`config.mk`:
```
export PLATFORM = sky130hd
export DESIGN_NAME = fetch_stage_flat
export DESIGN_NICKNAME = d
export VERILOG_FILES = /design/src/rtl/fetch_if.sv /design/src/rtl/fetch_stage.sv /design/src/flat_wrapper.sv
export SDC_FILE = /design/constraint.sdc
export NUM_CORES = 1
export LEC_CHECK = 0
export CAP_MARGIN = 20
export CORE_AREA = 4 4 112 114
export DETAILED_ROUTE_END_ITERATION = 10
export DIE_AREA = 0 0 116 118
export HOLD_SLACK_MARGIN = 0.1
export PLACE_DENSITY = 0.59
export SLEW_MARGIN = 20
export SYNTH_ARGS = -nofsm -noshare
export SYNTH_HDL_FRONTEND = slang
export SYNTH_SLANG_ARGS = --single-unit
export TNS_END_PERCENT = 20
```
`constraint.sdc`:
```
create_clock -name clk -period 3.3 [get_ports clk]
set_input_delay 0.66 -clock clk [delete_from_list [all_inputs] [get_ports clk]]
set_output_delay 0.66 -clock clk [all_outputs]
set_load 0.05 [all_outputs]
```
`src/rtl/fetch_if.sv`:
```
// fetch_if: fetch-stage control, instruction-memory and IF/ID bundle.
interface fetch_if #(
    parameter int PCW        = 7,
    parameter int INST_WIDTH = 32
);
    logic                  stall_i;
    logic                  br_taken_i;
    logic [PCW-1:0]        br_target_i;
    logic [PCW-1:0]        imem_addr_o;
    logic [INST_WIDTH-1:0] imem_data_i;
    logic [INST_WIDTH-1:0] inst_o;
    logic [PCW-1:0]        pc_o;
    logic [PCW-1:0]        pc_plus1_o;
    logic                  valid_o;
    logic                  ras_err_o;
    modport master (
        output stall_i, br_taken_i, br_target_i, imem_data_i,
        input  imem_addr_o, inst_o, pc_o, pc_plus1_o, valid_o, ras_err_o
    );
    modport slave (
        input  stall_i, br_taken_i, br_target_i, imem_data_i,
        output imem_addr_o, inst_o, pc_o, pc_plus1_o, valid_o, ras_err_o
    );
endinterface

```
`src/rtl/fetch_stage.sv`:
```
// fetch_stage: PC, JUMP/JAL/RET pre-decode with return-address stack, IF/ID register.
module fetch_stage #(
    parameter int INST_WIDTH   = 32,
    parameter int MAX_NUM_INST = 128,
    parameter int RAS_DEPTH    = 4
) (
    input logic   clk,
    input logic   rst,
    fetch_if.slave f
);
    localparam int PCW = $clog2(MAX_NUM_INST);
    localparam int AW  = $clog2(RAS_DEPTH);
    localparam int CW  = AW + 1;
    localparam logic [5:0] OP_JUMP = 6'b111000;
    localparam logic [5:0] OP_JAL  = 6'b111001;
    localparam logic [5:0] OP_RET  = 6'b111010;
    logic [PCW-1:0]        pc_q, pc_d, pco_q, pco_d, pc1_q, pc1_d, pc_inc, tgt, ras_top;
    logic [INST_WIDTH-1:0] inst_q, inst_d;
    logic                  valid_q, valid_d, err_q, err_d, push, pop;
    logic [5:0]            opc;
    logic [PCW-1:0]        ras_q [RAS_DEPTH];
    logic [AW-1:0]         top_q;
    logic [CW-1:0]         cnt_q;
    // top_q is the next free slot; the newest entry sits one below it
    assign opc     = f.imem_data_i[INST_WIDTH-1 -: 6];
    assign tgt     = f.imem_data_i[PCW-1:0];
    assign pc_inc  = pc_q + PCW'(1);
    assign ras_top = ras_q[top_q - AW'(1)];
    always_comb begin
        pc_d    = pc_q;
        inst_d  = inst_q;
        pco_d   = pco_q;
        pc1_d   = pc1_q;
        valid_d = valid_q;
        err_d   = 1'b0;
        push    = 1'b0;
        pop     = 1'b0;
        if (f.br_taken_i) begin
            pc_d    = f.br_target_i;
            valid_d = 1'b0;
        end else if (!f.stall_i) begin
            inst_d  = f.imem_data_i;
            pco_d   = pc_q;
            pc1_d   = pc_inc;
            valid_d = 1'b1;
            push    = opc == OP_JAL;
            pop     = opc == OP_RET && cnt_q != '0;
            err_d   = opc == OP_RET && cnt_q == '0;
            pc_d    = (opc == OP_JUMP || push) ? tgt : pop ? ras_top : pc_inc;
        end
    end
    always_ff @(posedge clk or posedge rst) begin
        if (rst) begin
            pc_q    <= '0;
            inst_q  <= '0;
            pco_q   <= '0;
            pc1_q   <= '0;
            valid_q <= 1'b0;
            err_q   <= 1'b0;
        end else begin
            pc_q    <= pc_d;
            inst_q  <= inst_d;
            pco_q   <= pco_d;
            pc1_q   <= pc1_d;
            valid_q <= valid_d;
            err_q   <= err_d;
        end
    end
    // a push on a full stack overwrites the oldest slot, which is where top_q already points
    always_ff @(posedge clk or posedge rst) begin
        if (rst) begin
            for (int i = 0; i < RAS_DEPTH; i++) ras_q[i] <= '0;
            top_q <= '0;
            cnt_q <= '0;
        end else if (push) begin
            ras_q[top_q] <= pc_inc;
            top_q        <= top_q + AW'(1);
            cnt_q        <= (cnt_q == CW'(RAS_DEPTH)) ? cnt_q : cnt_q + CW'(1);
        end else if (pop) begin
            top_q <= top_q - AW'(1);
            cnt_q <= cnt_q - CW'(1);
        end
    end
    assign f.imem_addr_o = pc_q;
    assign f.inst_o      = inst_q;
    assign f.pc_o        = pco_q;
    assign f.pc_plus1_o  = pc1_q;
    assign f.valid_o     = valid_q;
    assign f.ras_err_o   = err_q;
endmodule

```
`src/flat_wrapper.sv`:
```
// flat-port wrapper written by rule: the top's interface ports become plain ports
module fetch_stage_flat 
#(
    parameter int INST_WIDTH   = 32,
    parameter int MAX_NUM_INST = 128,
    parameter int RAS_DEPTH    = 4
)
  (clk, rst, f_stall_i, f_br_taken_i, f_br_target_i, f_imem_data_i, f_imem_addr_o, f_inst_o, f_pc_o, f_pc_plus1_o, f_valid_o, f_ras_err_o);
  fetch_if #(.PCW((7)), .INST_WIDTH(INST_WIDTH)) f_i ();
  input logic clk;
  input logic rst;
  input wire logic [$bits(f_i.stall_i)-1:0] f_stall_i;
  input wire logic [$bits(f_i.br_taken_i)-1:0] f_br_taken_i;
  input wire logic [$bits(f_i.br_target_i)-1:0] f_br_target_i;
  input wire logic [$bits(f_i.imem_data_i)-1:0] f_imem_data_i;
  output wire logic [$bits(f_i.imem_addr_o)-1:0] f_imem_addr_o;
  output wire logic [$bits(f_i.inst_o)-1:0] f_inst_o;
  output wire logic [$bits(f_i.pc_o)-1:0] f_pc_o;
  output wire logic [$bits(f_i.pc_plus1_o)-1:0] f_pc_plus1_o;
  output wire logic [$bits(f_i.valid_o)-1:0] f_valid_o;
  output wire logic [$bits(f_i.ras_err_o)-1:0] f_ras_err_o;
  assign f_i.stall_i = f_stall_i;
  assign f_i.br_taken_i = f_br_taken_i;
  assign f_i.br_target_i = f_br_target_i;
  assign f_i.imem_data_i = f_imem_data_i;
  assign f_imem_addr_o = f_i.imem_addr_o;
  assign f_inst_o = f_i.inst_o;
  assign f_pc_o = f_i.pc_o;
  assign f_pc_plus1_o = f_i.pc_plus1_o;
  assign f_valid_o = f_i.valid_o;
  assign f_ras_err_o = f_i.ras_err_o;
  fetch_stage #(.INST_WIDTH(INST_WIDTH), .MAX_NUM_INST(MAX_NUM_INST), .RAS_DEPTH(RAS_DEPTH)) u_core (.clk(clk), .rst(rst), .f(f_i));
endmodule
```
# Yosys cells after proc, flatten, opt, wreduce, memory -nomap -nowiden
# Index checks and enable logic that the tools add are counted.
totals:
  mem_count: 0
  mem_bits_rw: 0
  wordCells: 62
  output_inout_bits: 55
  latch_bits: 0
  rom_bits: 0
  in_bits: 43
  reg_bits: 88
op_classes:
  muxes: 23
  bitwise_logic: 4
  shift: 0
  multipliers: 0
  eq_ne: 6
  reduce_logical: 9
  n_lt_le_gt_ge: 3
  div_mod_pow: 0
  addsub: 5
ops:
  columns: ["op", "n"]
  rows:
  - ["7-bit two-way mux", 7]
  - ["28-bit bitwise mux", 1]
  - ["6-bit equality test, second input constant", 3]
  - ["7-bit binary-select mux with 2-bit select", 1]
  - ["7-bit demux with 2-bit select", 1]
  - ["3-bit two-way mux", 3]
  - ["1-bit two-way mux", 8]
  - ["7-bit by 1-bit adder with 7-bit output, second input constant", 1]
  - ["3-bit >= comparator, second input constant", 2]
  - ["2-bit NOT with 3-bit output", 2]
  - ["2-bit two-way mux", 2]
  - ["2-bit AND reduction", 2]
  - ["3-bit by 1-bit adder with 3-bit output, second input constant", 1]
  - ["3-bit equality test, second input constant", 1]
  - ["1-bit logical AND", 3]
  - ["3-bit zero test", 1]
  - ["3-bit by 1-bit less-than comparator with 1-bit output, second input constant", 1]
  - ["3-bit nonzero test", 1]
  - ["3-bit by 1-bit subtractor with 3-bit output, second input constant", 1]
  - ["2-bit by 1-bit adder with 2-bit output, second input constant", 1]
  - ["2-bit by 1-bit inequality test with 1-bit output, second input constant", 1]
  - ["2-bit inequality test, second input constant", 1]
  - ["1-bit NOT", 2]
  - ["2-bit nonzero test", 1]
  - ["2 further kinds", 2]

# Logic depth before layout (Yosys ltp)
logic_depth:
  depth_word: 9
  mapped_depth: 9
  mapped_depth_nobuf: 7

# Worst setup path before layout
# Ideal clock, no wire load.
synth_timing:
  kind: "input port to flip-flop"
  start: "in f_br_taken_i"
  end: "reg u_core.cnt_q[2]"
  path_slack_ns: 0.792
  required_ns: 3.234
  setup_time_ns: 0.066
  stages: 9
  path_buffers: 2
  t_arrival_ns: 2.442
  path_cell_list: "clkbuf_1 -> or2_1 -> clkbuf_1 -> nor3_4 -> xnor2_1 -> ha_1 -> or4_1 -> o21ai_0 -> a221o_1"
synth_via:
  elab_chain_cells: 3
  elab_cells_between_ends: 6
  cone_classes: "eq/ne: 1; mux: 3; reduce/logical: 2"
synth_lines:
  columns: ["item", "line", "source"]
  rows:
  - ["start, declared", "flat_wrapper.sv:13", "input wire logic [$bits(f_i.br_taken_i)-1:0] f_br_taken_i;"]
  - ["1-bit two-way mux", "fetch_stage.sv:38", "if (f.br_taken_i) begin"]
  - ["2-bit inequality test (no source line) or 2-bit nonzero test (tied branches)", null, null]
  - ["2-bit AND reduction (no source line)", null, null]
  - ["end signal, assigned", "fetch_stage.sv:78", "cnt_q <= (cnt_q == CW'(RAS_DEPTH)) ? cnt_q : cnt_q + CW'(1);"]
  - ["end signal, assigned", "fetch_stage.sv:81", "cnt_q <= cnt_q - CW'(1);"]
  - ["end, declared", "fetch_stage.sv:23", "logic [CW-1:0] cnt_q;"]
# Parallel ways exist; a longest one is shown, timed or not.
# A chain may end at the register's enable or synchronous reset.

# Final worst setup path
layout_timing:
  start: "in f_imem_data_i[28]"
  end: "reg u_core.cnt_q[2]"
layout_via:
  elab_chain_cells: 6
  elab_cells_between_ends: 11
  cone_classes: "eq/ne: 3; mux: 5; reduce/logical: 3"
layout_lines:
  columns: ["item", "line", "source"]
  rows:
  - ["start, declared", "flat_wrapper.sv:15", "input wire logic [$bits(f_i.imem_data_i)-1:0] f_imem_data_i;"]
  - ["6-bit equality test", "fetch_stage.sv:47", "pop = opc == OP_RET && cnt_q != '0;"]
  - ["1-bit logical AND", "fetch_stage.sv:47", null]
  - ["1-bit two-way mux", "fetch_stage.sv:41", "end else if (!f.stall_i) begin"]
  - ["1-bit two-way mux", "fetch_stage.sv:38", null]
  - ["2-bit nonzero test (no source line)", null, null]
  - ["2-bit AND reduction (no source line)", null, null]
# Parallel ways exist; a longest one is shown, timed or not.

==> impl_metrics.json <==
{
  "status": "finished, final reports clean",
  "setup_violations": 0,
  "ctsHoldBuffers": 0,
  "power_frac_comb_pct": 29.5,
  "busiest_layer": "met2",
  "drt_iter0_drc": 194,
  "post_cts_resize_count": 0,
  "use_met1_pct": 22.9,
  "path_buf_inv": 1,
  "via_per_inst": 4.91,
  "num_rows": 39,
  "clock-skew-final_ns": 0.00862,
  "grt_pass1_wl_um": 17600,
  "clock_latency_ns": 0.34,
  "timing.hold.ws_ns": 0.473,
  "cp_cell_sequence": "clkdlybuf4s50_1 > nand4b_1 > nor3_4 > xnor2_1 > ha_1 > or4_1 > o21ai_0 > a221o_1",
  "htree_levels": 3,
  "rr_endpoint": "u_core.f.imem_addr_o[3]$_DFFE_PP0P_",
  "seq_power_share_pct": 40.8,
  "die_h_um": 118,
  "overflow": 0,
  "min_path_cells": 2,
  "cts_tree": "built",
  "cts_sinks": 88,
  "clkSlewWorstSetupHoldPaths_ns": 0.06,
  "drive_gt1_share_pct": 8.35,
  "swShare_pct": 34.8,
  "portBuffers": 97,
  "max-cap-violations": 0,
  "power_leakage_uw": 0.00245,
  "remaining_drc_errors": 0,
  "antenna_cells": 0,
  "crit_fanout": 7,
  "synth_fp_nets": 465,
  "crit_required_ns": 3.57,
  "ant_nets": 0,
  "nets": 559,
  "yosysUniqueCellTypes": 46,
  "fin_crit_sh_pct": 81.8,
  "synthTopCellsByCount": "nand2_1, dfrtp_1, o21ai_0",
  "syn-cell-area_um2": 3990,
  "yosysTopAreaCell": "dfrtp_1",
  "synthTopCellsByArea": "dfrtp_1, nand2_1, o21ai_0, mux4_2, ha_1",
  "rsz0062_at_grt": "false",
  "ys_warn_count": 0,
  "grt_pass1_vias": 3223,
  "antenna_found_initial": 0,
  "yosys.area.top_type_share_pct": 55.2,
  "worst_pin_slew_ns": 0.589,
  "p_int_uw": 2030,
  "rr_worst_depth": 7,
  "crit_path_end_kind": "flip-flop",
  "clock.fmax_ghz": 0.371,
  "core_area_um2": 11400,
  "ys_async_sr_fraction_pct": 100,
  "clk_path_buf_depth": 2,
  "final_area_um2": 5380,
  "area_growth_pct": 35.0,
  "fin_util_pct": 47.1,
  "finalWirelength_um": 10600,
  "dr.pass1.iters": 6,
  "dp_hpwl_um": 7560,
  "avgSynthCellArea_um2": 9.59,
  "start_util_pct": 34.9,
  "p_sw_uw": 1080,
  "power_density_nw_per_um2": 578,
  "cts_setup_buffers": 0,
  "min_to": "u_core.f.inst_o[23]$_DFFE_PP0P_",
  "netlist_instances": 416,
  "grt_use_total_pct": 16.3,
  "cp_slowest_stage_delay_ns": 0.47,
  "die_area_um2": 13700,
  "synth_edf_count": 0,
  "hp-class": "flip-flop to flip-flop",
  "slew_headroom_pct": 60.5,
  "gp_congestion": 0.818,
  "pwr-share-clk_pct": 29.7,
  "timing.reg2reg.setup_slack_ns": 1.17,
  "synth-seq-cells": 88,
  "cpMaxStageDelayCell": "or4_1",
  "routed-via-count": 3232,
  "met3_usage_pct": 3.70,
  "path_class": "input port to flip-flop",
  "dpl_cell_area_um2": 5120,
  "finalHoldViolations": 0,
  "cp_top_family": "simple AND/OR/NAND/NOR gates",
  "yosysMostFrequentCell": "nand2_1",
  "use_met2_pct": 24.7,
  "tns_ns": 0,
  "vdd_ir_drop_max_mv": 0.342,
  "timing.rr.start": "u_core.top_q[0]$_DFFE_PP0P_",
  "critPathArrivalTime_ns": 2.97,
  "cts_buffers": 9,
  "wl_per_cell_um": 16.2,
  "die_w_um": 116,
  "report.final.slew_viol_count": 0,
  "hold_path.startpoint": "u_core.f.inst_o[23]$_DFFE_PP0P_",
  "start_kind": "input port",
  "io_pins": 98,
  "yosys_most_used_dff": "dfrtp_1",
  "period_needed_ns": 2.70,
  "synth-seq-area-share_pct": 55.2,
  "root_buffer": "clkbuf_16",
  "grt_max_degree": 61
}
-- placed cells by master (no fill, tap or decap), types with 3 or more instances in the layout --
cell type / n
o221ai_1: 3
mux4_2: 7
nor2_1: 9
a221o_1: 3
clkbuf_16: 9
xnor2_1: 5
a21oi_1: 7
ha_1: 6
inv_1: 10
nor3_1: 3
clkbuf_1: 4
nor2b_1: 3
clkinv_2: 3
nand4_1: 5
clkdlybuf4s50_1: 97
o21ai_0: 39
mux2_2: 5
buf_4: 11
dfrtp_1: 88
a22oi_1: 3
nand2_1: 151
nand3_1: 9
-- stage by stage --
| step | setup WS, ns | total power, uW | std cells |
|---|---|---|---|
| global placement | 0.372 | 2210 | 642 |
| detailed placement | 0.302 | 2220 | 642 |
| finish | 0.602 | 3110 | 658 |
| floorplan | 0.361 | 1870 | 416 |
| global route | 0.420 | 3260 | 658 |
| CTS | 0.635 | 3150 | 658 |
-- final cells by class --
cell class | count | area [um^2]
Timing Repair Buffer | 109 | 1070
Inverter | 11 | 42.5
Clock buffer | 13 | 240
Fill cell | 1088 | 6040
Tap cell | 143 | 179
Multi-Input combinational cell | 291 | 1630
Clock inverter | 3 | 18.8
Sequential cell | 88 | 2200
-- worst min-delay path, delay by kind of cell (launching register included) --
| kind | cells | cell delay, ns |
|---|---|---|
| DFF | 1 | 0.34 |
| and+or+nand+nor | 2 | 0.10 |
-- worst max path at each step --
| stage | start | to | slack [ns] | cells past startpoint |
|---|---|---|---|---|
| 6_report | f_imem_data_i[28] | u_core.cnt_q[2]$_DFFE_PP0P_ | 0.60 | 8 |
| 5_1_grt | f_imem_data_i[28] | u_core.cnt_q[2]$_DFFE_PP0P_ | 0.42 | 8 |
| 4_1_cts | f_imem_data_i[28] | u_core.cnt_q[2]$_DFFE_PP0P_ | 0.63 | 8 |
| 3_5_place_dp | f_imem_data_i[28] | u_core.cnt_q[2]$_DFFE_PP0P_ | 0.30 | 8 |
| 3_3_place_gp | f_imem_data_i[28] | u_core.cnt_q[2]$_DFFE_PP0P_ | 0.37 | 8 |
| 2_1_floorplan | rst | u_core.cnt_q[0]$_DFFE_PP0P_ | 0.36 | 1 |
-- per-layer routing --
metal | part of all wire [%] | wire length, um
met4 | 1.8 | 189
met5 | 0 | 0
met3 | 6.0 | 634
met2 | 48 | 5150
met1 | 44 | 4650
-- power by group through the flow --
stage                     Clock [uW]  Combinational (uW)  Sequential, uW
after global placement             0                 922            1280
after CTS                        947                 931            1270
after floorplan                    0                 273            1600
after global routing             997                 981            1290
final                            923                 918            1270
after detailed placement           0                 928            1290
-- cells by family after synthesis --
| kind of cell | Yosys count | synth area share, % |
|---|---|---|
| mux | 14 | 5.87 |
| fa+ha+maj | 6 | 1.88 |
| flops | 88 | 55.2 |
| buf+inv | 37 | 4.05 |
| simple gates | 194 | 20.9 |
| compound gates | 70 | 10.5 |
| xor+xnor | 7 | 1.54 |
-- sequential cells by signal, summed over array words and instances (netlist names) --
register	cells
u_core.cnt_q	3
u_core.f.imem_addr_o	7
u_core.f.inst_o	32
u_core.f.pc_o	7
u_core.f.pc_plus1_o	7
u_core.f.ras_err_o	1
u_core.f.valid_o	1
u_core.ras_q	28
u_core.top_q	2
Power figures use the tool's default switching activity.
